<file path="config.mk">
export PLATFORM = sky130hd
export DESIGN_NAME = sp1_ram_copier
export DESIGN_NICKNAME = d
export VERILOG_FILES = /design/src/rtl/sp1_ram_copier.sv
export SDC_FILE = /design/constraint.sdc
export NUM_CORES = 1
export LEC_CHECK = 0
export CAP_MARGIN = 10
export CORE_MARGIN = 2
export CORE_UTILIZATION = 47
export DETAILED_ROUTE_END_ITERATION = 10
export PLACE_DENSITY = 0.84
export SYNTH_ARGS = -nofsm -noshare
export SYNTH_HDL_FRONTEND = slang
export SYNTH_SLANG_ARGS = --single-unit
</file>
<file path="constraint.sdc">
create_clock -name clk -period 2.8 [get_ports clk]
set_input_delay 0.28 -clock clk [delete_from_list [all_inputs] [get_ports clk]]
set_output_delay 0.28 -clock clk [all_outputs]
set_load 0.02 [all_outputs]
</file>
<file path="src/rtl/sp1_ram_copier.sv">
// sp1_ram_copier: COPY/FILL block engine; start/op/src/dst/len/pattern in, busy/done out, owns sp1_ram port cs/we/adrs/din with dout back
module sp1_ram_copier #(
  parameter int AW = 8,
  parameter int DW = 32,
  parameter int DS = 256
) (
  input  logic          clk,
  input  logic          rst,
  input  logic          start,
  input  logic          op,
  input  logic [AW-1:0] src,
  input  logic [AW-1:0] dst,
  input  logic [AW:0]   len,
  input  logic [DW-1:0] pattern,
  output logic          busy,
  output logic          done,
  output logic          cs,
  output logic          we,
  output logic [AW-1:0] adrs,
  output logic [DW-1:0] din,
  input  logic [DW-1:0] dout
);
  localparam int CW = $clog2(DS + 1) > AW + 1 ? $clog2(DS + 1) : AW + 1;
  localparam logic [2:0] IDLE = 3'd0, RD = 3'd1, WR = 3'd2, FIL = 3'd3, FIN = 3'd4;
  logic [2:0]    state_q, state_d;
  logic          op_q, op_d;
  logic [AW-1:0] src_q, src_d, dst_q, dst_d;
  logic [AW:0]   len_q, len_d;
  logic [DW-1:0] pat_q, pat_d;
  logic [CW-1:0] i_q, i_d, i_nx;
  always_comb begin
    {op_d, src_d, dst_d, len_d, pat_d} = {op_q, src_q, dst_q, len_q, pat_q};
    i_d = i_q;
    state_d = state_q;
    i_nx = i_q + 1'b1;
    if (state_q == IDLE && start) begin
      {op_d, src_d, dst_d, len_d, pat_d} = {op, src, dst, len, pattern};
      i_d = '0;
      state_d = len == '0 ? FIN : op ? FIL : RD;
    end else if (state_q == RD) begin
      state_d = WR;
    end else if (state_q == WR || state_q == FIL) begin
      i_d = i_nx;
      state_d = i_nx == CW'(len_q) ? FIN : op_q ? FIL : RD;
    end else if (state_q == FIN) begin
      state_d = IDLE;
    end
  end
  always_ff @(posedge clk or posedge rst) begin
    if (rst) begin
      state_q <= IDLE;
      op_q <= 1'b0;
      src_q <= '0;
      dst_q <= '0;
      len_q <= '0;
      pat_q <= '0;
      i_q <= '0;
    end else begin
      state_q <= state_d;
      op_q <= op_d;
      src_q <= src_d;
      dst_q <= dst_d;
      len_q <= len_d;
      pat_q <= pat_d;
      i_q <= i_d;
    end
  end
  always_comb begin
    busy = state_q == RD || state_q == WR || state_q == FIL;
    done = state_q == FIN;
    cs = busy;
    we = state_q == WR || state_q == FIL;
    adrs = state_q == RD ? src_q + i_q[AW-1:0] : we ? dst_q + i_q[AW-1:0] : '0;
    din = state_q == WR ? dout : state_q == FIL ? pat_q : '0;
  end
endmodule
</file>
After elaboration in Yosys (flattened, before gate mapping) --
Index checks and enable logic that the tools add are counted.
Storage, ports and cells: register bits after elaboration 70, latch bits 0, memory bits (writable) 0, ROM bits 0, input port bits 93, output and inout bits 44, word-level logic and storage cells 40, memories 0
Cells by class: add/sub/neg operators 3, $mul 0, div/mod/pow operators 0, order comparisons 0, eq/ne operators 6, shifts and indexed selects 0, mux-type cells 15, bitwise logic cells 0, reduce and logical (&&, ||, !) cells 9
Operators with widths (count):
- 32-bit 2-to-1 mux | 2
- 9-bit 2-to-1 mux | 3
- 3-bit 2-to-1 mux | 6
- 8-bit adder | 2
- 8-bit 2-to-1 mux | 2
- 9-bit by 1-bit adder with 9-bit output (second input constant) | 1
- 9-bit equality test | 1
- 9-bit logical NOT | 1
- 3-bit by 2-bit equality test with 1-bit output (second input constant) | 2
- 2-bit 2-to-1 mux | 2
- 4-bit nonzero test | 1
- 3-bit by 1-bit equality test with 1-bit output (second input constant) | 1
- 3-bit equality test (second input constant) | 1
- 3-bit logical NOT | 1
- 1-bit logical OR | 3
- 2-bit inequality test (second input constant) | 1
- 2-bit AND reduction | 1
- 2-bit nonzero test | 1
- 1-bit logical AND | 1

Longest topological paths before layout --
depth after elaboration 6, gate-level depth with buffers 9, mapped depth without buffers 9

Least setup slack after synthesis --
Ideal clock, no wire load.
path kind reg-to-output, start reg i_q[0], end out adrs[6], arrival time 2.242 ns, required time 2.520 ns, path slack 0.278 ns, cell stages (with the launch flop) 10, path buffers 0, cells stage by stage dfrtp_1 ha_1 inv_1 fa_1 nor2b_1 o21ai_1 a21boi_1 o21a_1 nor3_1 o32ai_1
On the way: longest elaborated chain between the ends 3, elaborated cells on any way between the ends 4, classes of those cells add/sub (2); mux (2)
Ends and longest elaborated chain:
- from (decl) | RTL line 30 | logic [CW-1:0] i_q, i_d, i_nx;
- from (signal assigned) | RTL line 65 | i_q <= i_d;
- 8-bit adder | RTL line 73 | adrs = state_q == RD ? src_q + i_q[AW-1:0] : we ? dst_q + i_q[AW-1:0] : '0;
- 8-bit 2-to-1 mux | RTL line 73
- 8-bit 2-to-1 mux * | RTL line 73
- to (decl) | RTL line 19 | output logic [AW-1:0] adrs,
Every way passes the cells marked *; elsewhere a longest branch is shown, timed or not.

Worst setup path after layout --
Same ends and word-level chain as after synthesis.

==> flow_summary.ini <==
[clock_tree]
clk_pin_slew_ns = 0.08
cts_inserted_buffers = 9
root_buffer = clkbuf_8
clock_latency_ns = 0.34
clock_path_buffers = 2
cts_tree = done
htreeDepth = 3
clock_sinks = 70

[yosys]
yosysTopAreaCellShare_pct = 41.85
synth_area_leaders = dfrtp_1 (42%), mux2_2 (15%), mux2i_1 (7.7%)
synth-edff-count = 0
netlist.top_cell.by_area = dfrtp_1
synth_most_common_cell = dfrtp_1
ys_warn_count = 0
ys_top_cells_by_count = dfrtp_1 (70), mux2_2 (57), nor2_1 (56)
synthArstFlopShare_pct = 100.0
seq_area_frac_synth_pct = 41.85
ys_types = 46
synth.cell_area_um2 = 4185
synth.avg_cell_area_um2 = 10.87
syn-instance-count = 385
ys_seq_elements = 70
synthFlopType = dfrtp_1
syn_nets = 495

[floorplan]
start_util_pct = 48.23
dieWidth_um = 98.37
die_area_um2 = 9676
rows = 34
io_pins = 137
core_area_um2 = 8678
die_h_um = 98.37

[placed_design]
portBuffers = 136
place_inst = 618
dp_slack_ns = -0.1219
placed_cell_area_um2 = 5658
hpwl_um = 7575
gp_congestion = 0.8428

[global_routing]
grt_pass1_vias = 3636
antenna_found_initial = 0
overflow = 0
grt_pass1_wl_um = 16690
grt_max_degree = 43
grt_use_total_pct = 21.22

[cells_and_area]
areaGrowthSynthToFinish_pct = 40.99
final_cells = 635
diodes = 0
fin_area_um2 = 5901
utilization_pct = 67.99
nNetsFinal = 632
layout-drive-gt1-share_pct = 21.06

[timing]
tns_ns = 0
max_freq_mhz = 359.9
relSlewSlack_pct = 57.86
maxSlewViolCount = 0
setup_ws_ns = 0.02106
grt_setup_unrepaired = yes
max_slew.worst_pin.slew_ns = 0.6312
skew_ns = 0.006020
finalHoldViolations = 0
min_period_ns = 2.779
setup_viol = 0
period_share_pct = 99.25

[drt]
drt_iter0_markers = 167
drc = 0
vias_per_cell = 5.395
detail-route-antenna-nets = 0
finalWirelength_um = 10030
drtPass1Iterations = 4
wl_per_cell_um = 15.80
vias = 3426

[setup_path]
cpPeakStageDelay_ns = 0.40
startpoint = i_q[0]
critPathKind = reg -> out
worstPathArrival_ns = 2.50
crit_chain = ha_2 > fa_2 > a21o_1 > a21o_1 > a21o_1 > a21oi_2 > xor2_1 > o32ai_1 > buf_2
critPathMostFrequentCell = a21o_1
crit_required_ns = 2.52
slowest_stage = dfrtp_1
rr_startpoint = i_q[1]
path_max_fanout = 3
end_kind = primary output
reg2reg_slack_ns = 0.78
cp-start-kind = register

[pwr]
ir_drop_mv = 0.1880
power_leakage_nw = 2.663
power_density_nw_per_um2 = 390.3

[status]
outcome = completed

[min_path]
hp-class = in -> async

[flow_run]
maxCapViolations = 0
[layout by cell type, fill, tap and decap left out, types with 3 or more instances in the layout]
master and n:
o31ai_1 3, inv_1 6, mux2i_1 32, xnor2_1 11, o22ai_1 4, a21o_1 6
clkdlybuf4s50_1 132, nand3_1 4, nor3_1 3, xor2_1 12, clkbuf_8 10, nor2_1 56
buf_4 11, a211oi_1 3, mux2_2 57, o21ai_0 21, ha_1 14, dfrtp_1 68
a21oi_1 5, nand2_1 16
[sequential cells by signal, indices dropped and copies added (netlist names)]
name and cells:
src_q 8, state_q 3, len_q 9, i_q 9, op_q 1, pat_q 32, dst_q 8
[worst paths after layout]
kind	end	cells after the start
setup / recovery	adrs[6]	9
setup reg to reg	state_q[0]	8
hold reg to reg	pat_q[16]	1
max in group asynchronous	state_q[0]	3
min in group clk	src_q[1]	3
hold / removal	pat_q[9]	2
[report_power, final]
group          switching, mW  total [mW]  leakage, nW  internal (mW)
logic                  0.113       0.323         1.70          0.210
registers             0.0270        1.08        0.848           1.05
clock network          0.375       0.899        0.110          0.524
total                  0.515        2.30         2.66           1.79
[per-stage QoR]
stage,hold slack (ns),total power [mW]
2_1_floorplan,0.3968,1.246
3_3_place_gp,0.4884,1.402
3_5_place_dp,0.4956,1.418
4_1_cts,0.3589,2.320
5_1_grt,0.4036,2.398
6_report,0.3463,2.303
[layout make-up]
type,instances,area (um^2)
flip-flops and latches,70,1754
inverters,8,33.78
fillers,697,2778
well taps,108,135.1
multi-input cells,284,2290
clock inverters,4,70.07
repair buffers,149,1473
clock buffers,12,145.1
[metal layers]
layer	global-route usage, %	vias up	wire [um]
li1	-	1637	-
met1	25.74	1672	4105
met2	36.00	104	5150
met3	5.512	13	615
met4	8.535	0	161
met5	0	-	0
[critical path: cells and delay by family (launching register included)]
family	cells	cell delay (ns)
AOI/OAI and AO/OA	5	0.83
adders and majority gates	2	0.56
DFF	1	0.40
xor gates and xnor gates	1	0.19
buffers and inverters	1	0.18
[repair_timing]
item | 4_1_cts | 5_1_grt
gates resized for setup | 13 | 8
endpoints found under the hold margin | 0 | 0
hold buffers | 0 | 0
setup endpoints to repair | 4 | 4
buffers inserted | 0 | 1
gates cloned | 0 | 0
pin swaps | 2 | 3
[cell families (layout without fill, tap and decap cells)]
group,after synthesis,after routing,share of synthesized area (%)
simple gates,97,97,11.21
buf+inv,31,173,4.334
xor+xnor,23,23,4.813
flops,70,70,41.85
mux,89,89,22.99
compound gates,58,58,9.357
fa+ha+maj,17,17,5.441
No activity file was read; power rests on OpenSTA's default activity.
